### config.mk
export PLATFORM = sky130hd
export DESIGN_NAME = throw_ctrl
export DESIGN_NICKNAME = d
export VERILOG_FILES = /design/src/rtl/cvd_pkg.sv /design/src/rtl/power_meter.sv /design/src/rtl/throw_ctrl.sv
export SDC_FILE = /design/constraint.sdc
export NUM_CORES = 1
export LEC_CHECK = 0
export CORE_MARGIN = 2
export CORE_UTILIZATION = 49
export CTS_CLUSTER_DIAMETER = 200
export DETAILED_ROUTE_END_ITERATION = 12
export GPL_TIMING_DRIVEN = 0
export MAX_ROUTING_LAYER = met4
export PLACE_DENSITY = 0.77
export SLEW_MARGIN = 20
export SYNTH_ARGS = -nofsm -noshare
export SYNTH_HDL_FRONTEND = slang
export SYNTH_SLANG_ARGS = --single-unit
### constraint.sdc
create_clock -name clk -period 1.8 [get_ports clk]
set_input_delay 0.36 -clock clk [delete_from_list [all_inputs] [get_ports clk]]
set_output_delay 0.36 -clock clk [all_outputs]
set_load 0.05 [all_outputs]
### src/rtl/cvd_pkg.sv
// rtl/cvd_pkg.sv - shared state encoding and power width for the throw controller
package cvd_pkg;

  localparam int POWER_W = 7;

  typedef enum logic [2:0] {
    S_IDLE     = 3'd0,
    S_ARMED    = 3'd1,
    S_CHARGING = 3'd2,
    S_FLIGHT   = 3'd3,
    S_DONE     = 3'd4
  } throw_state_t;

endpackage

### src/rtl/power_meter.sv
// rtl/power_meter.sv - ping-pong power meter, one step every CHARGE_DIV enabled cycles
module power_meter
  import cvd_pkg::*;
#(
  parameter int POWER_MAX  = 100,
  parameter int CHARGE_DIV = 250000
) (
  input  logic               clk,
  input  logic               rst,
  input  logic               clear,
  input  logic               enable,
  output logic [POWER_W-1:0] power
);

  localparam int                 DIV_W    = (CHARGE_DIV > 1) ? $clog2(CHARGE_DIV) : 1;
  localparam logic [DIV_W-1:0]   DIV_LAST = DIV_W'(CHARGE_DIV - 1);
  localparam logic [POWER_W-1:0] PMAX     = POWER_W'(POWER_MAX);

  logic [DIV_W-1:0] div_q;
  logic             dir_down_q;
  logic             step;

  assign step = enable && (div_q == DIV_LAST);

  // Direction flips on the step that touches an end, so the ends are held
  // for one step period only and the range is never exceeded.
  always_ff @(posedge clk) begin
    if (rst || clear) begin
      div_q      <= '0;
      dir_down_q <= 1'b0;
      power      <= '0;
    end else if (enable) begin
      div_q <= step ? '0 : div_q + 1'b1;
      if (step) begin
        if (PMAX == '0) begin
          power <= '0;
        end else if (!dir_down_q) begin
          if (power >= PMAX) begin
            power      <= power - 1'b1;
            dir_down_q <= 1'b1;
          end else begin
            power <= power + 1'b1;
          end
        end else begin
          if (power == '0) begin
            power      <= power + 1'b1;
            dir_down_q <= 1'b0;
          end else begin
            power <= power - 1'b1;
          end
        end
      end
    end
  end

endmodule

### src/rtl/throw_ctrl.sv
// rtl/throw_ctrl.sv - turn/charge/launch/flight FSM; THROW_TIMEOUT_EN adds a flight watchdog
module throw_ctrl
  import cvd_pkg::*;
#(
  parameter int          POWER_MAX      = 100,
  parameter int          CHARGE_DIV     = 250000,
  parameter logic [31:0] FLIGHT_TIMEOUT = 32'd130000000
) (
  input  logic               clk,
  input  logic               rst,
  input  logic               dog_turn,
  input  logic               cat_turn,
  input  logic               fire_btn,
  input  logic               proj_landed,
  output logic [POWER_W-1:0] power,
  output logic [POWER_W-1:0] throw_power,
  output logic               launch,
  output logic               throw_side,
  output logic               turn_done_dog,
  output logic               turn_done_cat,
  output logic               busy,
  output logic [2:0]         state_throw
);

  throw_state_t       state_q, state_d;
  logic               fire_prev_q;
  logic               fire_rise;
  logic               side_turn;
  logic               flight_timeout;
  logic               side_d;
  logic               launch_d;
  logic [POWER_W-1:0] throw_power_d;
  logic [POWER_W-1:0] meter_power;

  assign fire_rise = fire_btn && !fire_prev_q;
  assign side_turn = throw_side ? cat_turn : dog_turn;

  // Meter is held cleared outside CHARGING, so entry always starts at 0, direction up.
  power_meter #(
    .POWER_MAX  (POWER_MAX),
    .CHARGE_DIV (CHARGE_DIV)
  ) u_power_meter (
    .clk    (clk),
    .rst    (rst),
    .clear  (state_q != S_CHARGING),
    .enable ((state_q == S_CHARGING) && fire_btn),
    .power  (meter_power)
  );

`ifdef THROW_TIMEOUT_EN
  logic [31:0] wd_q;

  always_ff @(posedge clk) begin
    if (rst || (state_q != S_FLIGHT)) begin
      wd_q <= '0;
    end else begin
      wd_q <= wd_q + 32'd1;
    end
  end

  assign flight_timeout = (state_q == S_FLIGHT) && (wd_q == FLIGHT_TIMEOUT - 32'd1);
`else
  logic [31:0] unused_flight_timeout;

  assign unused_flight_timeout = FLIGHT_TIMEOUT;
  assign flight_timeout        = 1'b0;
`endif

  always_ff @(posedge clk) begin
    if (rst) begin
      state_q     <= S_IDLE;
      fire_prev_q <= 1'b0;
      throw_side  <= 1'b0;
      throw_power <= '0;
      launch      <= 1'b0;
    end else begin
      state_q     <= state_d;
      fire_prev_q <= fire_btn;
      throw_side  <= side_d;
      throw_power <= throw_power_d;
      launch      <= launch_d;
    end
  end

  // Losing the turn for the latched side beats every other event in a turn.
  always_comb begin
    state_d       = state_q;
    side_d        = throw_side;
    launch_d      = 1'b0;
    throw_power_d = throw_power;
    unique case (state_q)
      S_IDLE: begin
        if (dog_turn ^ cat_turn) begin
          state_d = S_ARMED;
          side_d  = cat_turn;
        end
      end
      S_ARMED: begin
        if (!side_turn) begin
          state_d = S_IDLE;
        end else if (fire_rise) begin
          state_d = S_CHARGING;
        end
      end
      S_CHARGING: begin
        if (!side_turn) begin
          state_d = S_IDLE;
        end else if (!fire_btn) begin
          state_d       = S_FLIGHT;
          launch_d      = 1'b1;
          throw_power_d = meter_power;
        end
      end
      S_FLIGHT: begin
        if (!side_turn) begin
          state_d = S_IDLE;
        end else if (proj_landed || flight_timeout) begin
          state_d = S_DONE;
        end
      end
      S_DONE: begin
        state_d = S_IDLE;
      end
      default: begin
        state_d = S_IDLE;
      end
    endcase
  end

  assign power         = (state_q == S_CHARGING) ? meter_power : '0;
  assign turn_done_dog = (state_q == S_DONE) && !throw_side;
  assign turn_done_cat = (state_q == S_DONE) && throw_side;
  assign busy          = (state_q != S_IDLE);
  assign state_throw   = state_q;

endmodule

# Word-level counts from Yosys, hierarchy flattened
# Index checks and enable logic that the tools add are counted.
# word_totals
out_inout_bits	22
rom_bits	0
elab_cells	60
mem_count	0
ramBits	0
ff_bits	39
inputBits	6
latchBits	0
# classes
n_mux	18
n_lt_le_gt_ge	1
reduce_logical	16
bitwise_logic	4
mul	0
n_div	0
add_sub_neg	3
n_shift	0
eq_ne	10
# op_table
cell	count
7-bit 2-to-1 mux	4
3-bit 2-to-1 mux	7
18-bit by 1-bit adder with 18-bit output (second input constant)	1
18-bit == test (second input constant)	1
18-bit 2-to-1 mux	1
3-bit one-hot mux with 4 select lines	1
3-bit inequality test (second input constant)	3
7-bit by 1-bit adder with 7-bit output (second input constant)	1
7-bit greater-or-equal comparator (second input constant)	1
7-bit zero test	1
7-bit by 1-bit subtractor with 7-bit output (second input constant)	1
3-bit by 2-bit == test with 1-bit output (second input constant)	2
1-bit logical AND	5
1-bit 2-to-1 mux	5
2-bit AND reduction	2
4-bit AND reduction	1
3-bit by 1-bit == test with 1-bit output (second input constant)	1
3-bit == test (second input constant)	1
3-bit zero test	1
3-bit by 2-bit inequality test with 1-bit output (second input constant)	1
1-bit NOT	3
3-bit AND reduction	1
3-bit nonzero test	1
3-bit OR reduction	1
other kinds (4)	5

# Logic depth before layout (Yosys ltp)
# Gate-level depths: netlist of the first run.
# logic_depth
ltp_word	5
depth_mapped	8
mapped_depth_nobuf	6

# Hierarchy
# A second synthesis of the first run with hierarchy kept.
# hier_totals
cells_unflattened	243
area_unflattened_um2	2089.5
# by_module_without_submodules
module	seq_area_each_um2	n_inst	area_per_inst_um2	cells_per_inst
power_meter	520.5	1	1463.9	172
throw_ctrl	260.2	1	625.6	71

# Worst setup path before layout of the first run
# No wires, ideal clock.
# synth_path
path_type	flip-flop to output port
startpoint	reg state_q[2], in the netlist state_throw[2]
endpoint	out turn_done_dog
path_slack_ns	-0.927
t_arrival_ns	2.367
required_ns	1.440
stages_incl_launch_ff	2
n_path_buf	0
cell_sequence	dfxtp_1 > nor4b_1
# synth_via
elab_chain_cells	2
# synth_rtl
item	line	text
start: declaration	throw_ctrl.sv:25	throw_state_t state_q, state_d;
start signal: assignment	throw_ctrl.sv:77	state_q <= state_d;
3-bit == test	throw_ctrl.sv:131	assign turn_done_dog = (state_q == S_DONE) && !throw_side;
1-bit logical AND	throw_ctrl.sv:131	
end: declaration	throw_ctrl.sv:19	output logic turn_done_dog,
# No other way between the ends.

# Final worst setup path of the first run
# layout_path
startpoint	reg state_q[2], in the netlist state_throw[2]
endpoint	reg u_power_meter.div_q[13]
# layout_via
elab_chain_cells	4
word_cells_on_any_way	6
cone_classes	eq/ne: 2; mux: 1; reduce/logical: 3
# layout_rtl
item	line	text
3-bit by 2-bit == test with 1-bit output	throw_ctrl.sv:46	.enable ((state_q == S_CHARGING) && fire_btn),
1-bit logical AND	throw_ctrl.sv:46	
1-bit logical AND	power_meter.sv:23	assign step = enable && (div_q == DIV_LAST);
18-bit 2-to-1 mux	power_meter.sv:33	div_q <= step ? '0 : div_q + 1'b1;
end signal: assignment	power_meter.sv:33	
end: declaration	power_meter.sv:19	logic [DIV_W-1:0] div_q;
# Parallel ways exist; a longest one is shown, timed or not.
# A chain may end at the register's enable or synchronous reset.

==> impl_metrics.py, run 1 <==
metrics = {
    "logic_synthesis": {
        "yosysTopAreaCell": "dfxtp_1",
        "synth_cells": 227,
        "yosys_most_used_dff": "dfxtp_1",
        "yosysSeqAreaShare": 0.3937,
        "synth-seq-cells": 39,
        "ys_warn_count": 0,
        "synth_cell_types": 45,
        "synth_nets": 237,
        "ys_async_sr_fraction": 0,
        "avgSynthCellArea_um2": 8.736,
        "synthTopCellsByArea": "dfxtp_1 (39%), nor2_1 (6.2%), xor2_1 (6.2%), mux2i_1 (5.6%), a21oi_1 (3.0%)",
        "synth_top_area_frac": 0.3937,
        "synth_edf_count": 0,
        "synthesis.area_um2": 1983,
    },
    "global_route": {
        "grt_pass1_vias": 1657,
        "met1_usage": 0.2920,
        "grt_first_pass_wirelength_um": 7707,
        "grt_max_degree": 13,
        "grt-busiest-layer": "met2",
        "use_met3": 0.04667,
        "antenna_found_initial": 0,
        "grt_usage": 0.2299,
        "overflow": 0,
        "met2_usage": 0.3652,
    },
    "worst_hold_path": {
        "min_path_type": "flop to flop",
        "hold_end": "throw_power[3]",
        "holdPathStages": 2,
        "worstHoldStart": "throw_power[3]",
    },
    "floorplanning": {
        "rows": 23,
        "start_util": 0.5030,
        "die_area_um2": 4572,
        "die_w_um": 67.62,
        "dieHeight_um": 67.62,
        "core_um2": 3943,
        "ios": 28,
    },
    "sta": {
        "period_needed_ns": 1.974,
        "worst_slew_pin_slew_ns": 0.5695,
        "rsz0062_at_grt": "yes",
        "clock-skew-final_ns": 0.01137,
        "fin_crit_sh": 1.097,
        "setup_violations": 26,
        "fin_ws_ns": -0.1740,
        "hold_ws_ns": 0.4892,
        "maxSlewViolCount": 0,
        "hold_viol": 0,
        "slew_headroom": 0.6172,
        "fmax_mhz": 506.6,
    },
    "layout": {
        "drive_above_1_share": 0.3607,
        "nets": 289,
        "antennaDiodeCount": 0,
        "finish.utilization": 0.7423,
        "syn2layout_area_growth_pct": 47.57,
        "final_cell_mix": "dfxtp_1 (30), nor2_1 (23), buf_6 (15), xor2_1 (14), buf_4 (12)",
        "layout_commonest_cell": "dfxtp_1",
    },
    "worst_setup_path": {
        "cp-end-kind": "flop",
        "r2r-start": "state_throw[2]",
        "critPathMaxFanout": 7,
        "ff2ff_setup_slack_ns": -0.17,
        "critPathKind": "flop to flop",
        "worstPathRequired_ns": 1.98,
        "rr_worst_depth": 8,
        "startpoint_type": "flop",
        "worstPathArrival_ns": 2.15,
        "reg2reg_to": "u_power_meter.div_q[13]",
    },
    "routing": {
        "first_pass_iters": 4,
        "wire_per_inst_um": 15.48,
        "drc": 0,
        "wirelength_um": 5109,
        "drtAntennaViolNets": 0,
        "routed_via_density": 5.621,
        "initialDrtViolationCount": 85,
        "vias": 1855,
    },
    "clock_tree": {
        "clockBufferDepth": 2,
        "cts-buffers-inserted": 5,
        "htreeDepth": 2,
        "hold_buffers": 0,
        "cts_tree": "done",
        "numClockSinks": 39,
        "clock_latency_ns": 0.30,
        "cts-root-buf": "clkbuf_8",
        "clk_pin_slew_ns": 0.08,
    },
    "place": {
        "dp_hpwl_um": 2914,
        "port_buffers": 27,
        "gp_congestion": 0.8337,
    },
    "power_and_ir_drop": {
        "p_int_uw": 1359,
        "switching_share": 0.2627,
        "totalPowerFinal_uw": 1843,
        "clock_power_share": 0.391,
        "worst_ir_drop_vdd_v": 0.0006152,
        "pwr-share-seq": 0.478,
        "p_leak_uw": 0.001175,
        "power.switching_uw": 484.3,
        "power.density_nw_per_um2": 629.8,
        "pwr-share-comb": 0.131,
    },
    "outcome": {
        "violations": "setup timing",
        "status": "finished with violations",
    },
    "flow_run": {
        "drv_cap": 0,
    },
}
cells in the mapped netlist (3+ instances only):
library cell and instances:
inv_1 5, mux2i_1 11, xnor2_1 5, nor3b_1 3
o21ai_0 6, dfxtp_1 39, nand3_1 12, nor3_1 5
ha_1 4, nand2_1 11, nor4_1 3, clkbuf_1 6
nor2_1 33, nand2b_1 3, and3_1 3, buf_2 3
nand3b_1 3, a21oi_1 12, nand4_1 5, or3_1 6
and2_1 7, nor2b_1 3, xor2_1 14
final cells by class:
class | count | area (µm²)
tap | 50 | 62.56
fill | 270 | 1016
inverter | 5 | 18.77
multi-input combinational | 172 | 1380
clock buffer | 7 | 107.6
sequential | 39 | 799.5
timing repair buffer | 48 | 493.0
buffer | 8 | 60.06
clock inverter | 1 | 5.005
power by group through the flow:
stage / logic [µW] / registers, µW / clock network (µW)
2_1_floorplan: 111 / 928 / 0
3_3_place_gp: 194 / 902 / 0
3_5_place_dp: 196 / 903 / 0
4_1_cts: 225 / 883 / 728
5_1_grt: 257 / 883 / 764
6_report: 241 / 881 / 721
state kept, by name, summed over array words and instances (netlist names):
name / cells
launch: 1
throw_side: 1
state_throw: 3
fire_prev_q: 1
u_power_meter.div_q: 18
throw_power: 7
u_power_meter.power: 7
u_power_meter.dir_down_q: 1
metal layers:
| layer | part of all wire | wire length, µm | vias up |
|---|---|---|---|
| met5 | 0 | 0 | - |
| met4 | 0.013 | 65 | 0 |
| met3 | 0.035 | 180 | 7 |
| met2 | 0.50 | 2542 | 36 |
| met1 | 0.45 | 2322 | 904 |
| li1 | - | - | 908 |
metrics by stage:
step / instance area, µm² / setup slack [ns] / TNS (ns) / std cells
final: 2927 / -0.1740 / -1.510 / 330
after global routing: 2927 / -0.2138 / -3.379 / 330
after CTS: 2686 / -0.2123 / -5.310 / 327
after detailed placement: 2390 / -0.5940 / -16.63 / 304
after global placement: 2390 / -0.5644 / -15.67 / 304
after floorplan: 2057 / -0.1959 / -3.362 / 227
timing repair:
item,4_1_cts,5_1_grt
resized for setup,93,64
gates cloned,3,0
endpoints found under the setup margin,52,50
buffers inserted,14,6
pin swaps,11,22
critical path, cell delays in order (launching register included):
cell     delay, ns
dfxtp_4       0.37
or3b_1        0.36
buf_6         0.15
buf_4         0.14
nor4b_4       0.20
buf_4         0.19
nand4_1       0.12
xor2_1        0.22
nor2_1        0.08
worst max path at each step:
stage                          endpoint           start  cells after the start
2_1_floorplan  u_power_meter.dir_down_q  state_throw[0]                      8
3_3_place_gp                   power[4]  state_throw[1]                      5
3_5_place_dp                   power[5]  state_throw[1]                      5
4_1_cts          u_power_meter.power[2]  state_throw[0]                      7
5_1_grt         u_power_meter.div_q[13]  state_throw[2]                      8
6_report        u_power_meter.div_q[13]  state_throw[2]                      8
cell families (layout without fill, tap and decap cells):
family,after synthesis,count (layout),share of synthesized area
AND/OR/NAND/NOR,109,110,0.3123
flip-flops,39,39,0.3937
AO/OA/AOI/OAI,28,28,0.08771
XOR/XNOR,19,19,0.08391
buffers and inverters,17,69,0.04164
multiplexers,11,11,0.05552
adder cells (fa/ha/maj),4,4,0.02524
Note: power is estimated with default switching activity, not from simulation.
==> run 2: changes to the inputs <==
- CORE_ASPECT_RATIO: unset -> 1.2
==> impl_metrics.py, run 2 (synthesized netlist as in run 1, its figures left out) <==
metrics = {
    "outcome": {
        "status": "finished with violations",
        "violations": "setup timing",
    },
    "place": {
        "gp_congestion": 0.8977,
        "dp_hpwl_um": 3013,
        "dp_slack_ns": -0.5854,
        "port_buffers": 27,
    },
    "routing": {
        "wire_per_inst_um": 15.13,
        "drc": 0,
        "wirelength_um": 5099,
        "vias": 1871,
        "initialDrtViolationCount": 57,
        "first_pass_iters": 4,
        "drtAntennaViolNets": 0,
        "routed_via_density": 5.552,
    },
    "sta": {
        "fmax_mhz": 511.7,
        "setup_violations": 30,
        "fin_crit_sh": 1.086,
        "clock-skew-final_ns": 0.006131,
        "hold_viol": 0,
        "tns_ns": -1.840,
        "maxSlewViolCount": 0,
        "worst_slew_pin_slew_ns": 0.5125,
        "period_needed_ns": 1.954,
        "hold_ws_ns": 0.4909,
        "rsz0062_at_grt": "yes",
        "fin_ws_ns": -0.1544,
        "slew_headroom": 0.6583,
    },
    "layout": {
        "largest-register": "u_power_meter.div_q",
        "nets": 292,
        "largest_reg_flops": 18,
        "drive_above_1_share": 0.3569,
        "regArea_um2": 799.5,
        "multi_input_area_um2": 1344,
        "final_cell_mix": "dfxtp_1 (30), nor2_1 (24), buf_6 (15), xor2_1 (14), buf_4 (14)",
        "finish.utilization": 0.7539,
        "layout_commonest_cell": "dfxtp_1",
        "largestRegisters": "u_power_meter.div_q: 18 flops, throw_power: 7 flops, u_power_meter.power: 7 flops",
        "n_fill_cell": 258,
        "antennaDiodeCount": 0,
        "syn2layout_area_growth_pct": 48.64,
    },
    "worst_setup_path": {
        "cp_slowest_cell": "or3_4",
        "timing.critical_path.buf_inv": 1,
        "critPathMaxFanout": 8,
        "worstPathRequired_ns": 2.02,
        "rr_worst_depth": 6,
        "path_cells": "or3b_4 -> buf_8 -> nor3_4 -> nand4_4 -> or3_4 -> a21oi_2",
        "startpoint_type": "flop",
        "cp-end-kind": "flop",
        "critPathMaxStageDelay_ns": 0.45,
        "path_delay_family": "simple AND/OR/NAND/NOR gates",
        "worst-path-stages": 6,
        "worstPathArrival_ns": 2.18,
        "critPathKind": "flop to flop",
    },
    "clock_tree": {
        "clockBufferDepth": 2,
        "hold_buffers": 0,
        "cts-root-buf": "clkbuf_8",
        "clk_pin_slew_ns": 0.08,
        "clock_latency_ns": 0.30,
        "htreeDepth": 2,
        "numClockSinks": 39,
        "cts-buffers-inserted": 5,
        "cts_tree": "done",
    },
    "floorplanning": {
        "die_area_um2": 4574,
        "start_util": 0.5072,
        "rows": 25,
        "dieHeight_um": 73.69,
        "ios": 28,
        "core_um2": 3910,
        "die_w_um": 62.08,
    },
    "power_and_ir_drop": {
        "p_leak_uw": 0.001208,
        "totalPowerFinal_uw": 1880,
        "power.density_nw_per_um2": 637.9,
        "worst_ir_drop_vdd_v": 0.0004809,
    },
    "global_route": {
        "grt_pass1_vias": 1729,
        "overflow": 0,
        "antenna_found_initial": 0,
        "grt_max_degree": 13,
        "grt_first_pass_wirelength_um": 7769,
        "grt_usage": 0.2347,
    },
    "flow_run": {
        "drv_cap": 0,
    },
    "worst_hold_path": {
        "holdPathStages": 2,
        "min_path_type": "flop to flop",
    },
}
## run 2: layer usage
metal	track usage	routed length [µm]	vias to the layer above
met5	-	0	-
met4	0.1040	145	0
met1	0.2746	2070	905
met3	0.05810	197	13
li1	-	-	910
met2	0.3727	2686	43
## run 2: path summary, 6_finish.rpt
kind | start | end | slack, ns
worst max-delay path | state_throw[0] | u_power_meter.power[5] | -0.15
worst min-delay path | throw_power[6] | throw_power[6] | 0.49
worst max register to register | state_throw[0] | u_power_meter.power[5] | -0.15
worst min register to register | throw_power[6] | throw_power[6] | 0.49
## run 2: final cells by class
class	count	area share
multi-input cells	171	0.4559
flip-flops and latches	39	0.2712
repair buffers	52	0.1846
clock buffers	7	0.03650
well taps	54	0.02292
plain buffers	8	0.02080
inverters	5	0.006367
clock inverters	1	0.001698
## run 2: timing repair
item                       4_1_cts  5_1_grt
gates cloned                     3        0
setup endpoints to repair       49       49
buffers inserted                13       10
pin swaps                       14       18
resized for setup              113       49
## run 2: worst min-delay path: stages (launching register included)
cell     delay (ns)
dfxtp_1        0.32
mux2i_1        0.06
nor2_1         0.07
## run 2: metrics by stage
step / cell area, µm² / std cells
finish: 2948 / 337
global route: 2948 / 337
detailed placement: 2395 / 308
floorplan: 2057 / 227
global placement: 2395 / 308
CTS: 2750 / 329
## run 2: report_power, final
group / total, µW / internal [µW] / switching [µW]
Sequential: 881 / 869 / 11.5
Combinational: 294 / 129 / 165
Clock: 706 / 393 / 313
==> run 3: changes to the inputs <==
- ABC_AREA: unset -> 1
- CAP_MARGIN: unset -> 5
- CORE_UTILIZATION: 49 -> 50
- CTS_BUF_LIST: unset -> sky130_fd_sc_hd__clkbuf_8 sky130_fd_sc_hd__clkbuf_16
==> impl_metrics.py, run 3 <==
metrics = {
    "sta": {
        "hold_viol": 0,
        "period_needed_ns": 1.765,
        "fin_crit_sh": 0.9804,
        "clock-skew-final_ns": 0.006005,
        "fmax_mhz": 566.6,
        "worst_slew_pin_slew_ns": 0.5126,
        "slew_headroom": 0.6577,
        "rsz0062_at_grt": "yes",
        "setup_violations": 0,
        "maxSlewViolCount": 0,
    },
    "floorplanning": {
        "core_um2": 4561,
        "start_util": 0.5133,
        "die_w_um": 66.47,
        "ios": 28,
        "dieHeight_um": 78.96,
        "die_area_um2": 5248,
        "rows": 27,
    },
    "routing": {
        "wirelength_um": 5281,
        "initialDrtViolationCount": 119,
        "drc": 0,
        "routed_via_density": 5.153,
        "wire_per_inst_um": 12.06,
        "first_pass_iters": 5,
        "drtAntennaViolNets": 0,
        "vias": 2257,
    },
    "layout": {
        "largest-register": "u_power_meter.div_q",
        "drive_above_1_share": 0.1526,
        "finish.utilization": 0.5981,
        "largestRegisters": "u_power_meter.div_q: 18 flops, throw_power: 7 flops, u_power_meter.power: 7 flops",
        "final_cell_mix": "nand2_1 (75), nor2_1 (53), inv_1 (44), dfxtp_1 (37), nand3_1 (26)",
        "nets": 389,
        "fin_cells": 438,
        "antennaDiodeCount": 0,
        "syn2layout_area_growth_pct": 16.52,
        "largest_reg_flops": 18,
        "layout_commonest_cell": "nand2_1",
    },
    "logic_synthesis": {
        "yosysSeqAreaShare": 0.3335,
        "ys_async_sr_fraction": 0,
        "synth-adder-area-share": 0.02138,
        "synth_nets": 355,
        "synth-seq-cells": 39,
        "synth_cell_types": 36,
        "ys_warn_count": 0,
        "synth_top_area_frac": 0.3335,
        "synthTopCellsByArea": "dfxtp_1 (33%), nand2_1 (12%), nor2_1 (8.5%), inv_1 (6.7%), nand3_1 (5.6%)",
        "synth_edf_count": 0,
        "synthSimpleGateAreaFrac": 0.4244,
        "synthesis.area_um2": 2341,
        "synth_cells": 345,
        "yosys_most_used_dff": "dfxtp_1",
        "synthMostInstantiatedCell": "nand2_1",
        "synth_compound_area_frac": 0.08338,
        "synth_top_family_by_area": "simple AND/OR/NAND/NOR gates",
        "ys_top_cells_by_count": "nand2_1 (75), nor2_1 (53), inv_1 (42)",
        "synth_xor_area_frac": 0.03741,
        "yosysTopAreaCell": "dfxtp_1",
        "avgSynthCellArea_um2": 6.785,
        "synthMuxAreaShare": 0,
    },
    "worst_hold_path": {
        "min_path_type": "flop to flop",
    },
    "global_route": {
        "overflow": 0,
        "grt_usage": 0.2305,
        "grt_pass1_vias": 2161,
        "antenna_found_initial": 0,
        "grt_first_pass_wirelength_um": 9321,
        "grt_max_degree": 12,
    },
    "power_and_ir_drop": {
        "p_leak_uw": 0.001268,
        "worst_ir_drop_vdd_v": 0.0007335,
        "power.density_nw_per_um2": 867.4,
        "totalPowerFinal_uw": 2366,
    },
    "clock_tree": {
        "cts-root-buf": "clkbuf_8",
        "hold_buffers": 0,
        "htreeDepth": 2,
        "clk_pin_slew_ns": 0.07,
        "clockBufferDepth": 2,
        "postCtsSetupBuffers": 0,
        "clock_latency_ns": 0.29,
        "cts-buffers-inserted": 5,
        "numClockSinks": 39,
        "cts_tree": "done",
    },
    "worst_setup_path": {
        "critPathMaxStageDelay_ns": 0.79,
        "cp_slowest_cell": "clkdlybuf4s50_1",
        "path_cells": "clkdlybuf4s50_1",
        "worstPathArrival_ns": 1.40,
        "timing.critical_path.buf_inv": 1,
        "critPathKind": "flop to output pin",
        "critPathMaxFanout": 1,
        "worstPathRequired_ns": 1.44,
        "cp-end-kind": "output pin",
        "path_delay_family": "buffers and inverters",
        "startpoint_type": "flop",
    },
    "place": {
        "dp_hpwl_um": 4097,
        "port_buffers": 27,
        "gp_congestion": 0.8792,
        "dp_cells": 430,
    },
    "outcome": {
        "status": "finished, final reports clean",
    },
    "flow_run": {
        "drv_cap": 0,
    },
}
## run 3: changes by cell type after synthesis, sizes merged, moves of 7 or more
cell   previous run  this run
nor2             33        66
and2              7         0
nand3            12        27
inv               5        47
o21ai             6        17
nand4             6        14
nand2            11        81
xor2             14         5
mux2i            11         0
## run 3: final cells by class
class	count	area [µm²]
Buffer	7	53.80
Inverter	47	181.4
Timing Repair Buffer	27	226.5
Clock buffer	5	68.82
Fill cell	443	1833
Sequential cell	39	785.8
Tap cell	58	72.57
Clock inverter	3	12.51
Multi-Input combinational cell	252	1326
## run 3: through the flow
stage	area, µm²	worst slack, ns	hold WS (ns)	TNS, ns
2_1_floorplan	2342	-0.09831	0.4291	-0.6274
3_3_place_gp	2685	-0.2078	0.4582	-2.607
3_5_place_dp	2685	-0.2216	0.4727	-3.078
4_1_cts	2726	0.002390	0.4906	0
5_1_grt	2728	-0.003380	0.5347	-0.003380
6_report	2728	0.03520	0.4817	0
## run 3: repair_timing
item	CTS	global route
gates resized for setup	55	5
pin swaps	0	1
setup endpoints to repair	22	13
## run 3: cells by family (layout without fill, tap and decap cells)
logic type                 count (synthesis)  after routing
and+or+nand+nor                          204            204
buffers and inverters                     54             89
DFF                                       39             39
AOI/OAI and AO/OA                         34             34
xor gates and xnor gates                  10             10
adders and majority gates                  4              4
## run 3: worst paths after layout
| path | slack (ns) | to | startpoint | depth (start not counted) |
|---|---|---|---|---|
| setup / recovery | 0.04 | launch | launch | 1 |
| hold / removal | 0.48 | u_power_meter.div_q[16] | u_power_meter.div_q[16] | 2 |
| setup reg to reg | 0.12 | u_power_meter.power[1] | u_power_meter.div_q[0] | 11 |
| hold reg to reg | 0.48 | u_power_meter.div_q[16] | u_power_meter.div_q[16] | 2 |
## run 3: worst min-delay path, stage by stage (launching register included)
cell     delay (ns)
dfxtp_1        0.33
nor2_1         0.05
nor2_1         0.07
## run 3: where the power goes
part	internal, µW	leakage, µW	switching [µW]
Clock	261	0.0000505	311
Sequential	915	0.000316	60.5
Combinational	229	0.000901	589
## run 3: routing by layer
layer | vias to the layer above | GRT usage | share of wire
met1 | 1032 | 0.2680 | 0.45
met4 | 0 | 0.06327 | 0.0078
li1 | 1180 | - | -
met2 | 39 | 0.3990 | 0.51
met5 | - | - | 0
met3 | 6 | 0.04816 | 0.035
